`src/rtl/constraint_gen_pkg.sv`:
```
// Shared types and constants for the constraint solution generator.
//   gen_state_t : FSM state encoding (IDLE / GEN / HOLD)
//   LFSR_W      : candidate / LFSR width
//   CNT_W       : run-length and reject counter width
//   lfsr_next() : one Fibonacci step of x^15 + x^14 + 1
package constraint_gen_pkg;

  localparam int LFSR_W = 15;
  localparam int CNT_W  = 16;

  // Feedback taps (bit indices) for x^15 + x^14 + 1
  localparam int TAP_HI = 14;
  localparam int TAP_LO = 13;

  typedef enum logic [1:0] {
    ST_IDLE = 2'd0,
    ST_GEN  = 2'd1,
    ST_HOLD = 2'd2
  } gen_state_t;

  function automatic logic [LFSR_W-1:0] lfsr_next(input logic [LFSR_W-1:0] s);
    return {s[LFSR_W-2:0], s[TAP_HI] ^ s[TAP_LO]};
  endfunction

endpackage

```
`src/rtl/constraint_solution_gen_lfsr15.sv`:
```
// 15-bit Fibonacci LFSR (x^15 + x^14 + 1), period 32767.
//   clk, rst_n : clock, async active-low reset (resets to SEED)
//   load       : load load_val (takes priority over step)
//   load_val   : value to load; caller guarantees nonzero
//   step       : advance one position
//   state      : current LFSR contents
module lfsr15
  import constraint_gen_pkg::*;
#(
  parameter logic [LFSR_W-1:0] SEED = 15'h0001
) (
  input  logic              clk,
  input  logic              rst_n,
  input  logic              load,
  input  logic [LFSR_W-1:0] load_val,
  input  logic              step,
  output logic [LFSR_W-1:0] state
);

  logic [LFSR_W-1:0] r_state;

  always_ff @(posedge clk or negedge rst_n) begin
    if (!rst_n)    r_state <= SEED;
    else if (load) r_state <= load_val;
    else if (step) r_state <= lfsr_next(r_state);
  end

  assign state = r_state;

endmodule

```
`src/rtl/constraint_solution_gen.sv`:
```
// Candidate assignment source for var_54: walks an LFSR, drops the single
// forbidden value EXCLUDED, and hands each surviving value out on a
// valid/ready stream. A run emits `count` values, then pulses done.
//
// Ports:
//   clk, rst_n          : clock, async active-low reset
//   seed_load, seed_in  : reseed the LFSR in IDLE (zero seed -> SEED)
//   start, count        : start a run of `count` solutions (IDLE only)
//   abort               : drop back to IDLE immediately, no done pulse
//   out_valid/out_ready : output handshake, out_data holds the solution
//   busy                : run in progress (GEN or HOLD)
//   done                : one-cycle pulse at run completion
//   reject_cnt          : candidates rejected this/last run (saturating)
//
// state | meaning
// ------+--------------------------------------------------------------
// IDLE  | waiting for start; seed loads accepted
// GEN   | test current LFSR value, advance LFSR; reject or capture it
// HOLD  | out_valid high, LFSR frozen, waiting for out_ready
module constraint_solution_gen
  import constraint_gen_pkg::*;
#(
  parameter logic [LFSR_W-1:0] EXCLUDED = 15'h1bde,
  parameter logic [LFSR_W-1:0] SEED     = 15'h0001
) (
  input  logic              clk,
  input  logic              rst_n,
  input  logic              seed_load,
  input  logic [LFSR_W-1:0] seed_in,
  input  logic              start,
  input  logic [CNT_W-1:0]  count,
  input  logic              abort,
  output logic              out_valid,
  input  logic              out_ready,
  output logic [LFSR_W-1:0] out_data,
  output logic              busy,
  output logic              done,
  output logic [CNT_W-1:0]  reject_cnt
);

  gen_state_t        r_state;
  gen_state_t        w_next_state;
  logic [CNT_W-1:0]  r_remaining;
  logic              r_out_valid;
  logic [LFSR_W-1:0] r_out_data;
  logic              r_busy;
  logic              r_done;
  logic [CNT_W-1:0]  r_reject_cnt;

  logic [LFSR_W-1:0] w_lfsr_state;
  logic [LFSR_W-1:0] w_seed_val;
  logic              w_lfsr_load;
  logic              w_lfsr_step;
  logic              w_run_start;
  logic              w_zero_run;
  logic              w_reject;
  logic              w_accept;
  logic              w_handshake;
  logic              w_last;

  assign w_seed_val = (seed_in == '0) ? SEED : seed_in;

  lfsr15 #(.SEED(SEED)) u_lfsr (
    .clk      (clk),
    .rst_n    (rst_n),
    .load     (w_lfsr_load),
    .load_val (w_seed_val),
    .step     (w_lfsr_step),
    .state    (w_lfsr_state)
  );

  always_ff @(posedge clk or negedge rst_n) begin
    if (!rst_n) r_state <= ST_IDLE;
    else        r_state <= w_next_state;
  end

  // abort overrides everything, so all strobes stay low when it is asserted
  always_comb begin
    w_next_state = r_state;
    w_lfsr_load  = 1'b0;
    w_lfsr_step  = 1'b0;
    w_run_start  = 1'b0;
    w_zero_run   = 1'b0;
    w_reject     = 1'b0;
    w_accept     = 1'b0;
    w_handshake  = 1'b0;
    w_last       = 1'b0;
    if (abort) begin
      w_next_state = ST_IDLE;
    end else begin
      unique case (r_state)
        ST_IDLE: begin
          w_lfsr_load = seed_load;
          if (start) begin
            if (count != '0) begin
              w_run_start  = 1'b1;
              w_next_state = ST_GEN;
            end else begin
              w_zero_run = 1'b1;
            end
          end
        end
        ST_GEN: begin
          w_lfsr_step = 1'b1;
          if (w_lfsr_state == EXCLUDED) begin
            w_reject = 1'b1;
          end else begin
            w_accept     = 1'b1;
            w_next_state = ST_HOLD;
          end
        end
        ST_HOLD: begin
          if (r_out_valid && out_ready) begin
            w_handshake = 1'b1;
            if (r_remaining == CNT_W'(1)) begin
              w_last       = 1'b1;
              w_next_state = ST_IDLE;
            end else begin
              w_next_state = ST_GEN;
            end
          end
        end
        default: w_next_state = ST_IDLE;
      endcase
    end
  end

  always_ff @(posedge clk or negedge rst_n) begin
    if (!rst_n) begin
      r_remaining  <= '0;
      r_out_valid  <= 1'b0;
      r_out_data   <= '0;
      r_busy       <= 1'b0;
      r_done       <= 1'b0;
      r_reject_cnt <= '0;
    end else begin
      r_busy <= (w_next_state != ST_IDLE);
      r_done <= w_zero_run | w_last;

      if (abort)            r_remaining <= '0;
      else if (w_run_start) r_remaining <= count;
      else if (w_handshake) r_remaining <= r_remaining - CNT_W'(1);

      if (abort || w_handshake) r_out_valid <= 1'b0;
      else if (w_accept)        r_out_valid <= 1'b1;

      if (w_accept) r_out_data <= w_lfsr_state;

      if (w_run_start || w_zero_run)
        r_reject_cnt <= '0;
      else if (w_reject && (r_reject_cnt != '1))
        r_reject_cnt <= r_reject_cnt + CNT_W'(1);
    end
  end

  assign out_valid  = r_out_valid;
  assign out_data   = r_out_data;
  assign busy       = r_busy;
  assign done       = r_done;
  assign reject_cnt = r_reject_cnt;

endmodule

```
`config.mk`:
```
export PLATFORM = sky130hd
export DESIGN_NAME = constraint_solution_gen
export DESIGN_NICKNAME = d
export VERILOG_FILES = /design/src/rtl/constraint_gen_pkg.sv /design/src/rtl/constraint_solution_gen_lfsr15.sv /design/src/rtl/constraint_solution_gen.sv
export SDC_FILE = /design/constraint.sdc
export NUM_CORES = 1
export LEC_CHECK = 0
export CORE_MARGIN = 2
export CORE_UTILIZATION = 55
export DETAILED_ROUTE_END_ITERATION = 7
export PLACE_DENSITY = 0.86
export SYNTH_ARGS = -nofsm -noshare
export SYNTH_HDL_FRONTEND = slang
export SYNTH_SLANG_ARGS = --single-unit
```
`constraint.sdc`:
```
create_clock -name clk -period 7.2 [get_ports clk]
set_clock_uncertainty 0.15 [all_clocks]
set_input_delay 1.44 -clock clk [delete_from_list [all_inputs] [get_ports clk]]
set_output_delay 1.44 -clock clk [all_outputs]
set_load 0.01 [all_outputs]
```
After elaboration in Yosys (flattened, before gate mapping)
Index checks and enable logic that the tools add are counted.
W data, S select, Z words.
{ "word_totals": {"output_inout_bits": 34, "register_bits": 67} }
{ "op_classes": {"n_bitwise": 2, "add_sub_neg": 2, "mux": 42, "eq_ne": 5, "n_reduce_logical": 12} }
{ "op_table": {"columns": ["cell", "count"], "rows": [
  ["$mux W16", 5],
  ["$mux W15", 3],
  ["$mux W1", 28],
  ["$add A16 B1 Y16 const B", 1],
  ["$eq A16 B1 Y1 const B", 1],
  ["$ne A16 B16 Y1 const B", 1],
  ["$reduce_bool A16 Y1", 1],
  ["$sub A16 B1 Y16 const B", 1],
  ["$eq A15 B13 Y1 const B", 1],
  ["$logic_not A15 Y1", 1],
  ["$mux W2", 5],
  ["$reduce_bool A2 Y1", 4],
  ["$pmux W2 S3", 1],
  ["$reduce_bool A3 Y1", 1],
  ["$eq A2 B1 Y1 const B", 1],
  ["$eq A2 B2 Y1 const B", 1],
  ["$logic_and A1 B1 Y1", 2],
  ["$logic_not A2 Y1", 1],
  ["$logic_or A1 B1 Y1", 2],
  ["$or A1 B1 Y1", 1],
  ["$xor A1 B1 Y1", 1]
]} }

Logic depth before layout (Yosys ltp)
Gate-level depths: netlist of the first run.
{ "depth": {"depth_word": 7, "ltp_mapped": 8, "depth_no_buf": 6} }

By module
A second synthesis of the first run with hierarchy kept.
{ "unflattened": {"cells_unflattened": 371, "hier_area_um2": 3603.5} }
{ "by_module_without_submodules": {"columns": ["module", "seq_area_each_um2", "area_each_um2", "instances", "cells_per_inst"], "rows": [
  ["constraint_solution_gen", 1301.2, 2857.7, 1, 304],
  ["lfsr15", 376.6, 745.7, 1, 67]
]} }

Worst setup path before layout of the first run
OpenSTA, ideal clock, no wires.
{ "synth_path": {"kind": "input to register", "from": "input start", "to": "register r_remaining[3]", "path_buffers": 1, "cell_stages": 6, "path_slack_ps": 3943, "t_arrival_ps": 2981, "t_required_ps": 6924, "path_cell_list": "or3b_2 -> a41oi_1 -> or3_1 -> clkbuf_1 -> o21ai_0 -> a221o_1"} }
{ "synth_via": {"elab_chain_len": 5} }
{ "synth_lines": {"columns": ["item", "line_no", "text"], "rows": [
  ["start: declaration", "constraint_solution_gen.sv:30", "input logic start,"],
  ["$mux W1 *", "constraint_solution_gen.sv:94", "if (start) begin"],
  ["$mux W1 *", "constraint_solution_gen.sv:91", "unique case (r_state)"],
  ["$mux W1 *", "constraint_solution_gen.sv:88", "if (abort) begin"],
  ["$mux W16", "constraint_solution_gen.sv:141", "else if (w_run_start) r_remaining <= count;"],
  ["$mux W16", "constraint_solution_gen.sv:140", "if (abort) r_remaining <= '0;"],
  ["end signal: assignment", "constraint_solution_gen.sv:141", null],
  ["end signal: assignment", "constraint_solution_gen.sv:142", "else if (w_handshake) r_remaining <= r_remaining - CNT_W'(1);"],
  ["end: declaration", "constraint_solution_gen.sv:43", "logic [CNT_W-1:0] r_remaining;"]
]} }
Mark *: on every way between the ends. The rest lies on a longest branch, timed or not.
A chain may end at the register's enable or synchronous reset.

Worst setup path in the final report of the first run
{ "layout_path": {"from": "input abort", "to": "register r_reject_cnt[10], in the netlist reject_cnt[10]"} }
{ "layout_via": {"elab_chain_len": 3} }
{ "layout_lines": {"columns": ["item", "line_no", "text"], "rows": [
  ["start: declaration", "constraint_solution_gen.sv:32", "input logic abort,"],
  ["$mux W1", "constraint_solution_gen.sv:88", null],
  ["$logic_or A1 B1 Y1 or $logic_and A1 B1 Y1 (tied branches)", "constraint_solution_gen.sv:149, constraint_solution_gen.sv:151", null],
  ["$mux W16 or $reduce_bool A2 Y1 (tied branches)", null, null],
  ["end signal: assignment", "constraint_solution_gen.sv:152", "r_reject_cnt <= r_reject_cnt + CNT_W'(1);"],
  ["end: declaration", "constraint_solution_gen.sv:48", "logic [CNT_W-1:0] r_reject_cnt;"]
]} }
Parallel ways exist; a longest one is shown, timed or not.

==> flow_metrics.py, run 1 <==
metrics = {
    "final_layout": {
        "insertedDiodeCount": 0,
        "drive_gt1_share_pct": 6.06,
        "final_core_utilization_pct": 73.8,
        "layout_commonest_cell": "nand2_1",
        "fill_cells": 475,
        "layout_common_cells": "85 x nand2_1, 69 x clkdlybuf4s50_1, 66 x dfrtp_1",
        "area_delta_synth_final_pct": 28.5,
        "final_nets": 497,
    },
    "timing": {
        "setup_tns_ns": 0,
        "relSlewSlack_pct": 39.2,
        "max_freq_mhz": 253,
        "finalHoldViolCount": 0,
        "rsz0062_at_grt": "no",
        "tightest_slew_ns": 0.909,
        "min_period_ns": 3.95,
        "maxSlewViolCount": 0,
        "min_period_over_period_pct": 54.9,
        "finalSetupViolCount": 0,
    },
    "yosys": {
        "synthCells": 390,
        "yosysSeqAreaShare_pct": 49.1,
        "synth-seq-cells": 67,
        "netlist_area_um2": 3420,
        "synth-warning-count": 0,
        "synthesis.nets": 430,
        "async_reset_ff_share_pct": 100,
        "synth-edff-count": 0,
        "yosysUniqueCellTypes": 53,
        "synth_flop_cell": "dfrtp_1",
        "avgSynthCellArea_um2": 8.77,
    },
    "route": {
        "routed_wl_mm": 8.85,
        "ant_nets": 0,
        "vias_per_cell": 6.26,
        "drt_first_pass_iters": 6,
        "vias": 3360,
        "drt_iter0_drc": 268,
        "routedWlPerCell_um": 16.5,
        "drc": 0,
    },
    "clock_network": {
        "cts_sinks": 67,
        "postCtsSetupBuffers": 0,
        "cts_root_buf": "clkbuf_8",
        "htreeDepth": 3,
        "post_cts_resized": 0,
        "clk_pin_slew_worst_paths_ns": 0.08,
        "clock_latency_ns": 0.34,
        "ctsHoldBuffers": 0,
        "cts_tree": "done",
        "numCtsBuffers": 9,
        "clock_path_buffers": 2,
    },
    "flow_run": {
        "maxCapViolCount": 0,
    },
    "die": {
        "rows": 28,
        "die_y_um": 82.9,
        "ios": 71,
        "core_um2": 5960,
        "initial_utilization_pct": 57.4,
        "die_w_um": 82.9,
        "dieArea_um2": 6860,
    },
    "worst_setup_path": {
        "endpoint_kind": "flip-flop",
        "crit_required_ns": 7.32,
        "crit_arrival_ns": 4.07,
        "start_kind": "primary input",
        "path_class": "in -> reg",
        "crit_path_top_delay_cell": "clkdlybuf4s50_1",
        "path_cells": "clkdlybuf4s50_1 -> nor2_1 -> nand2_1 -> a311o_1 -> or4_1 -> a21oi_1",
        "crit_buf_inv": 1,
        "crit_family": "simple AND/OR/NAND/NOR gates",
        "max_stage_delay_ns": 0.67,
        "critical_path_peak_fanout": 18,
    },
    "global_routing": {
        "antenna_found_initial": 0,
        "grt_max_degree": 68,
        "globalRouteTotalUtil_pct": 25.9,
        "grt_pass1_wl_mm": 14.6,
        "grt_overflow": 0,
        "grt_pass1_vias": 3072,
    },
    "place": {
        "place_congestion": 0.926,
        "portBuffers": 70,
        "hpwl_mm": 6.26,
    },
    "status": {
        "status": "finished, final reports clean",
    },
    "power": {
        "power_density_nw_per_um2": 251,
        "cellLeakagePower_nw": 1.85,
        "peakVddDrop_uv": 163,
    },
    "worst_hold_path": {
        "hold_path.class": "reg -> reg",
    },
}
## flip-flops by register name, indices dropped and copies added, names as in the netlist
register / flops
r_remaining: 16
reject_cnt: 16
out_data: 15
u_lfsr.state: 15
r_state: 2
busy: 1
done: 1
out_valid: 1
## final timing paths
kind	start	endpoint	slack, ns	cells after the start
max in group asynchronous	rst_n	reject_cnt[1]	5.21	2
setup reg to reg	u_lfsr.state[13]	reject_cnt[10]	4.51	5
hold reg to reg	out_data[2]	out_data[2]	0.33	2
hold / removal	out_data[2]	out_data[2]	0.33	2
min in group asynchronous	rst_n	reject_cnt[10]	1.12	2
setup / recovery	abort	reject_cnt[10]	3.25	6
## synthesized netlist by cell type, types with 2 or more instances
cell	n	area share [%]
or3_1	8	1.5
nor3_1	9	1.3
a221o_1	5	1.5
nand2_1	85	9.3
a22o_1	2	0.51
clkbuf_1	15	1.6
ha_1	3	1.1
dfrtp_1	66	48
o311ai_0	2	0.51
xor2_1	2	0.51
nand3_1	10	1.5
a22oi_1	4	0.88
or2_2	4	0.73
o31a_1	2	0.51
o21ai_0	20	2.9
a31oi_1	7	1.3
o31ai_1	4	0.88
and4_1	2	0.51
o22ai_1	9	1.6
nor2_1	42	4.6
or4_1	9	2.0
and3_1	2	0.37
a32oi_1	2	0.51
nor4_1	15	2.7
nand4b_1	5	1.3
nand3b_1	3	0.66
o211ai_1	2	0.44
nand4_1	7	1.3
a21oi_1	16	2.3
inv_1	4	0.44
nor4b_1	2	0.51
## where the power goes
group          internal, mW  switching (mW)
Combinational         0.126           0.126
Clock                 0.205           0.150
Sequential            0.441          0.0547
Total                 0.771           0.331
## final cells by class
class / instances / area (µm²) / area share [%]
clock buffer: 10 / 138 / 3.13
clock inverter: 6 / 87.6 / 1.99
inverter: 4 / 15.0 / 0.342
multi-input combinational: 303 / 1670 / 38.1
sequential: 67 / 1680 / 38.2
tap: 75 / 93.8 / 2.13
timing repair buffer: 72 / 711 / 16.2
## layer usage
layer | track usage, % | share of wire (%) | up-vias
li1 | - | - | 1581
met1 | 33.8 | 43 | 1632
met2 | 43.3 | 49 | 133
met3 | 4.97 | 6.6 | 14
met4 | 9.39 | 1.6 | 0
met5 | 0 | 0 | -
## logic make-up (layout without fill, tap and decap cells)
logic type	Yosys count	after routing	synth area share, %
adder cells (fa/ha/maj)	3	3	1.10
XOR/XNOR	3	3	0.769
buffers and inverters	20	92	2.20
flip-flops	67	67	49.1
AND/OR/NAND/NOR	210	210	29.9
AO/OA/AOI/OAI	86	86	16.7
multiplexers	1	1	0.293
## metrics by stage
step	power (mW)	instances	instance area [µm²]	worst slack (ns)	hold slack, ns
after global routing	1.16	537	4400	3.00	0.360
after CTS	1.10	537	4400	3.25	0.332
after detailed placement	0.751	521	4170	2.87	0.314
after global placement	0.743	521	4170	3.02	0.308
final	1.10	537	4400	3.25	0.331
after floorplan	0.616	390	3420	3.94	0.319
## worst min-delay path, delay by kind of cell, from the launching register on
kind | cells | cell delay [ns]
flops | 1 | 0.35
simple gates | 2 | 0.10
(Power assumes the default switching activity.)
==> run 2, diff against run 1 <==
--- a/config.mk
+++ b/config.mk
@@ -6,9 +6,9 @@
 export NUM_CORES = 1
 export LEC_CHECK = 0
 export CORE_MARGIN = 2
-export CORE_UTILIZATION = 55
+export CORE_UTILIZATION = 51
 export DETAILED_ROUTE_END_ITERATION = 7
-export PLACE_DENSITY = 0.86
+export PLACE_DENSITY = 0.81
 export SYNTH_ARGS = -nofsm -noshare
 export SYNTH_HDL_FRONTEND = slang
 export SYNTH_SLANG_ARGS = --single-unit
==> constraint.sdc (replaced) <==
create_clock -name clk -period 3.8 [get_ports clk]
set_clock_uncertainty 0.15 [all_clocks]
set_input_delay 0.76 -clock clk [delete_from_list [all_inputs] [get_ports clk]]
set_output_delay 0.76 -clock clk [all_outputs]
set_load 0.01 [all_outputs]
==> run 2 against run 1 <==
Effect of this change:
- the flow now finishes with violations (design-rule violations)
- sequential power up 89%
- design area up 1.3%
- sequential share of layout area down 0.47 points
- largest cell class unchanged
- non-clock buffer count up 7
- cell count up 1.7%
- register-to-register slack worse by 3.4 ns
- setup slack worse by 2.4 ns
- via count up 0.60%
- power up 90%
- routed wire length up 3.4%
- critical endpoint is now r_remaining[3]
- die area up 7.5%
- global-route usage up 0.26 points
==> flow_metrics.py, run 2 (synthesis results as in run 1) <==
metrics = {
    "status": {
        "status": "finished, violations left",
        "failed_checks": "design-rule violations",
    },
    "place": {
        "place_area_um2": 4230,
        "dp_cells": 530,
        "portBuffers": 70,
        "hpwl_mm": 6.56,
        "place_congestion": 0.969,
    },
    "power": {
        "power_density_nw_per_um2": 472,
        "peakVddDrop_uv": 252,
        "cellLeakagePower_nw": 1.88,
        "p_switching_mw": 0.648,
        "internal-power_mw": 1.45,
        "p_sw_share_pct": 30.9,
        "clkPwrFrac_pct": 32.4,
        "pwr-share-seq_pct": 44.6,
        "pwr-share-comb_pct": 23.0,
    },
    "die": {
        "rows": 29,
        "die_y_um": 85.9,
        "initial_utilization_pct": 53.2,
        "dieArea_um2": 7380,
        "core_um2": 6420,
        "ios": 71,
        "die_w_um": 85.9,
    },
    "worst_setup_path": {
        "path_cells": "clkdlybuf4s50_1 -> or3b_2 -> a41oi_1 -> or3_1 -> o21ai_0 -> a221o_1",
        "start_kind": "primary input",
        "crit_path_top_delay_cell": "clkdlybuf4s50_1",
        "crit_arrival_ns": 3.01,
        "max_stage_delay_ns": 0.52,
        "reg2reg_depth": 5,
        "path_class": "in -> reg",
        "endpoint_kind": "flip-flop",
        "crit_required_ns": 3.88,
        "critical_path_peak_fanout": 8,
    },
    "clock_network": {
        "htreeDepth": 3,
        "numCtsBuffers": 9,
        "clock_path_buffers": 2,
        "clock_latency_ns": 0.36,
        "postCtsSetupBuffers": 0,
        "ctsHoldBuffers": 0,
        "post_cts_resized": 0,
        "cts_sinks": 67,
        "clk_pin_slew_worst_paths_ns": 0.07,
        "cts_root_buf": "clkbuf_8",
        "cts_tree": "done",
    },
    "final_layout": {
        "multiInputGateArea_um2": 1670,
        "final_cells": 546,
        "area_delta_synth_final_pct": 30.2,
        "drive_gt1_share_pct": 7.46,
        "final_core_utilization_pct": 69.3,
        "final_nets": 504,
        "layout_commonest_cell": "nand2_1",
        "stdcell_area_um2": 4450,
        "fill_cells": 477,
        "layout_common_cells": "85 x nand2_1, 69 x clkdlybuf4s50_1, 66 x dfrtp_1",
        "regArea_um2": 1680,
        "insertedDiodeCount": 0,
    },
    "timing": {
        "relSlewSlack_pct": 47.1,
        "max_freq_mhz": 342,
        "tightest_slew_ns": 0.782,
        "rsz0062_at_grt": "no",
        "hold_ws_ns": 0.240,
        "min_period_over_period_pct": 77.0,
        "finalSetupViolCount": 0,
        "setup_tns_ns": 0,
        "maxSlewViolCount": 0,
        "finalHoldViolCount": 0,
        "min_period_ns": 2.93,
    },
    "global_routing": {
        "grt_pass1_wl_mm": 15.3,
        "globalRouteTotalUtil_pct": 26.2,
        "grt_pass1_vias": 3175,
        "grt_max_degree": 28,
        "antenna_found_initial": 0,
        "grt_overflow": 0,
    },
    "route": {
        "routedWlPerCell_um": 16.8,
        "ant_nets": 0,
        "vias_per_cell": 6.19,
        "drt_first_pass_iters": 8,
        "vias": 3380,
        "routed_wl_mm": 9.16,
        "drt_iter0_drc": 293,
        "drc": 5,
    },
    "worst_hold_path": {
        "hold_path.class": "in -> async",
    },
    "flow_run": {
        "maxCapViolCount": 0,
    },
}
[run 2: changes by cell type in the layout (fill, tap and decap cells not counted), sizes merged]
cell and delta:
buf +7, clkbuf -1, clkinvlp +1
[run 2: cell type report]
cell class                 count  area share [%]
inverter                       4           0.337
timing repair buffer          79            17.1
clock inverter                 7            2.28
tap                           77            2.16
sequential                    67            37.7
clock buffer                   9            2.78
multi-input combinational    303            37.6
[run 2: power groups by stage]
stage	clock, mW	sequential [mW]	combinational, mW
floorplan	0	0.953	0.215
global placement	0	0.943	0.473
detailed placement	0	0.947	0.480
CTS	0.685	0.935	0.483
global route	0.722	0.953	0.529
finish	0.680	0.936	0.483
[run 2: final timing paths]
| path | start | end | slack, ns |
|---|---|---|---|
| setup / recovery | start | r_remaining[3] | 0.87 |
| hold / removal | rst_n | r_remaining[4] | 0.24 |
| setup reg to reg | u_lfsr.state[13] | reject_cnt[10] | 1.10 |
| hold reg to reg | out_data[14] | out_data[14] | 0.33 |
| max in group asynchronous | rst_n | u_lfsr.state[0] | 2.45 |
| min in group clk | out_data[14] | out_data[14] | 0.33 |
[run 2: critical path, delay by kind of cell]
kind | cells | cell delay [ns]
AOI/OAI and AO/OA | 3 | 0.94
buffers and inverters | 1 | 0.52
and+or+nand+nor | 2 | 0.80
[run 2: through the flow]
step / setup WS (ns) / power [mW]
6_report: 0.872 / 2.10
5_1_grt: 0.814 / 2.20
4_1_cts: 0.896 / 2.10
3_5_place_dp: 0.532 / 1.43
3_3_place_gp: 0.616 / 1.42
2_1_floorplan: 1.22 / 1.17
[run 2: per-layer routing]
layer / share of wire (%) / track usage [%]
met1: 44 / 37.8
met2: 46 / 38.7
met3: 7.7 / 5.39
met4: 2.4 / 10.8
met5: 0 / 0
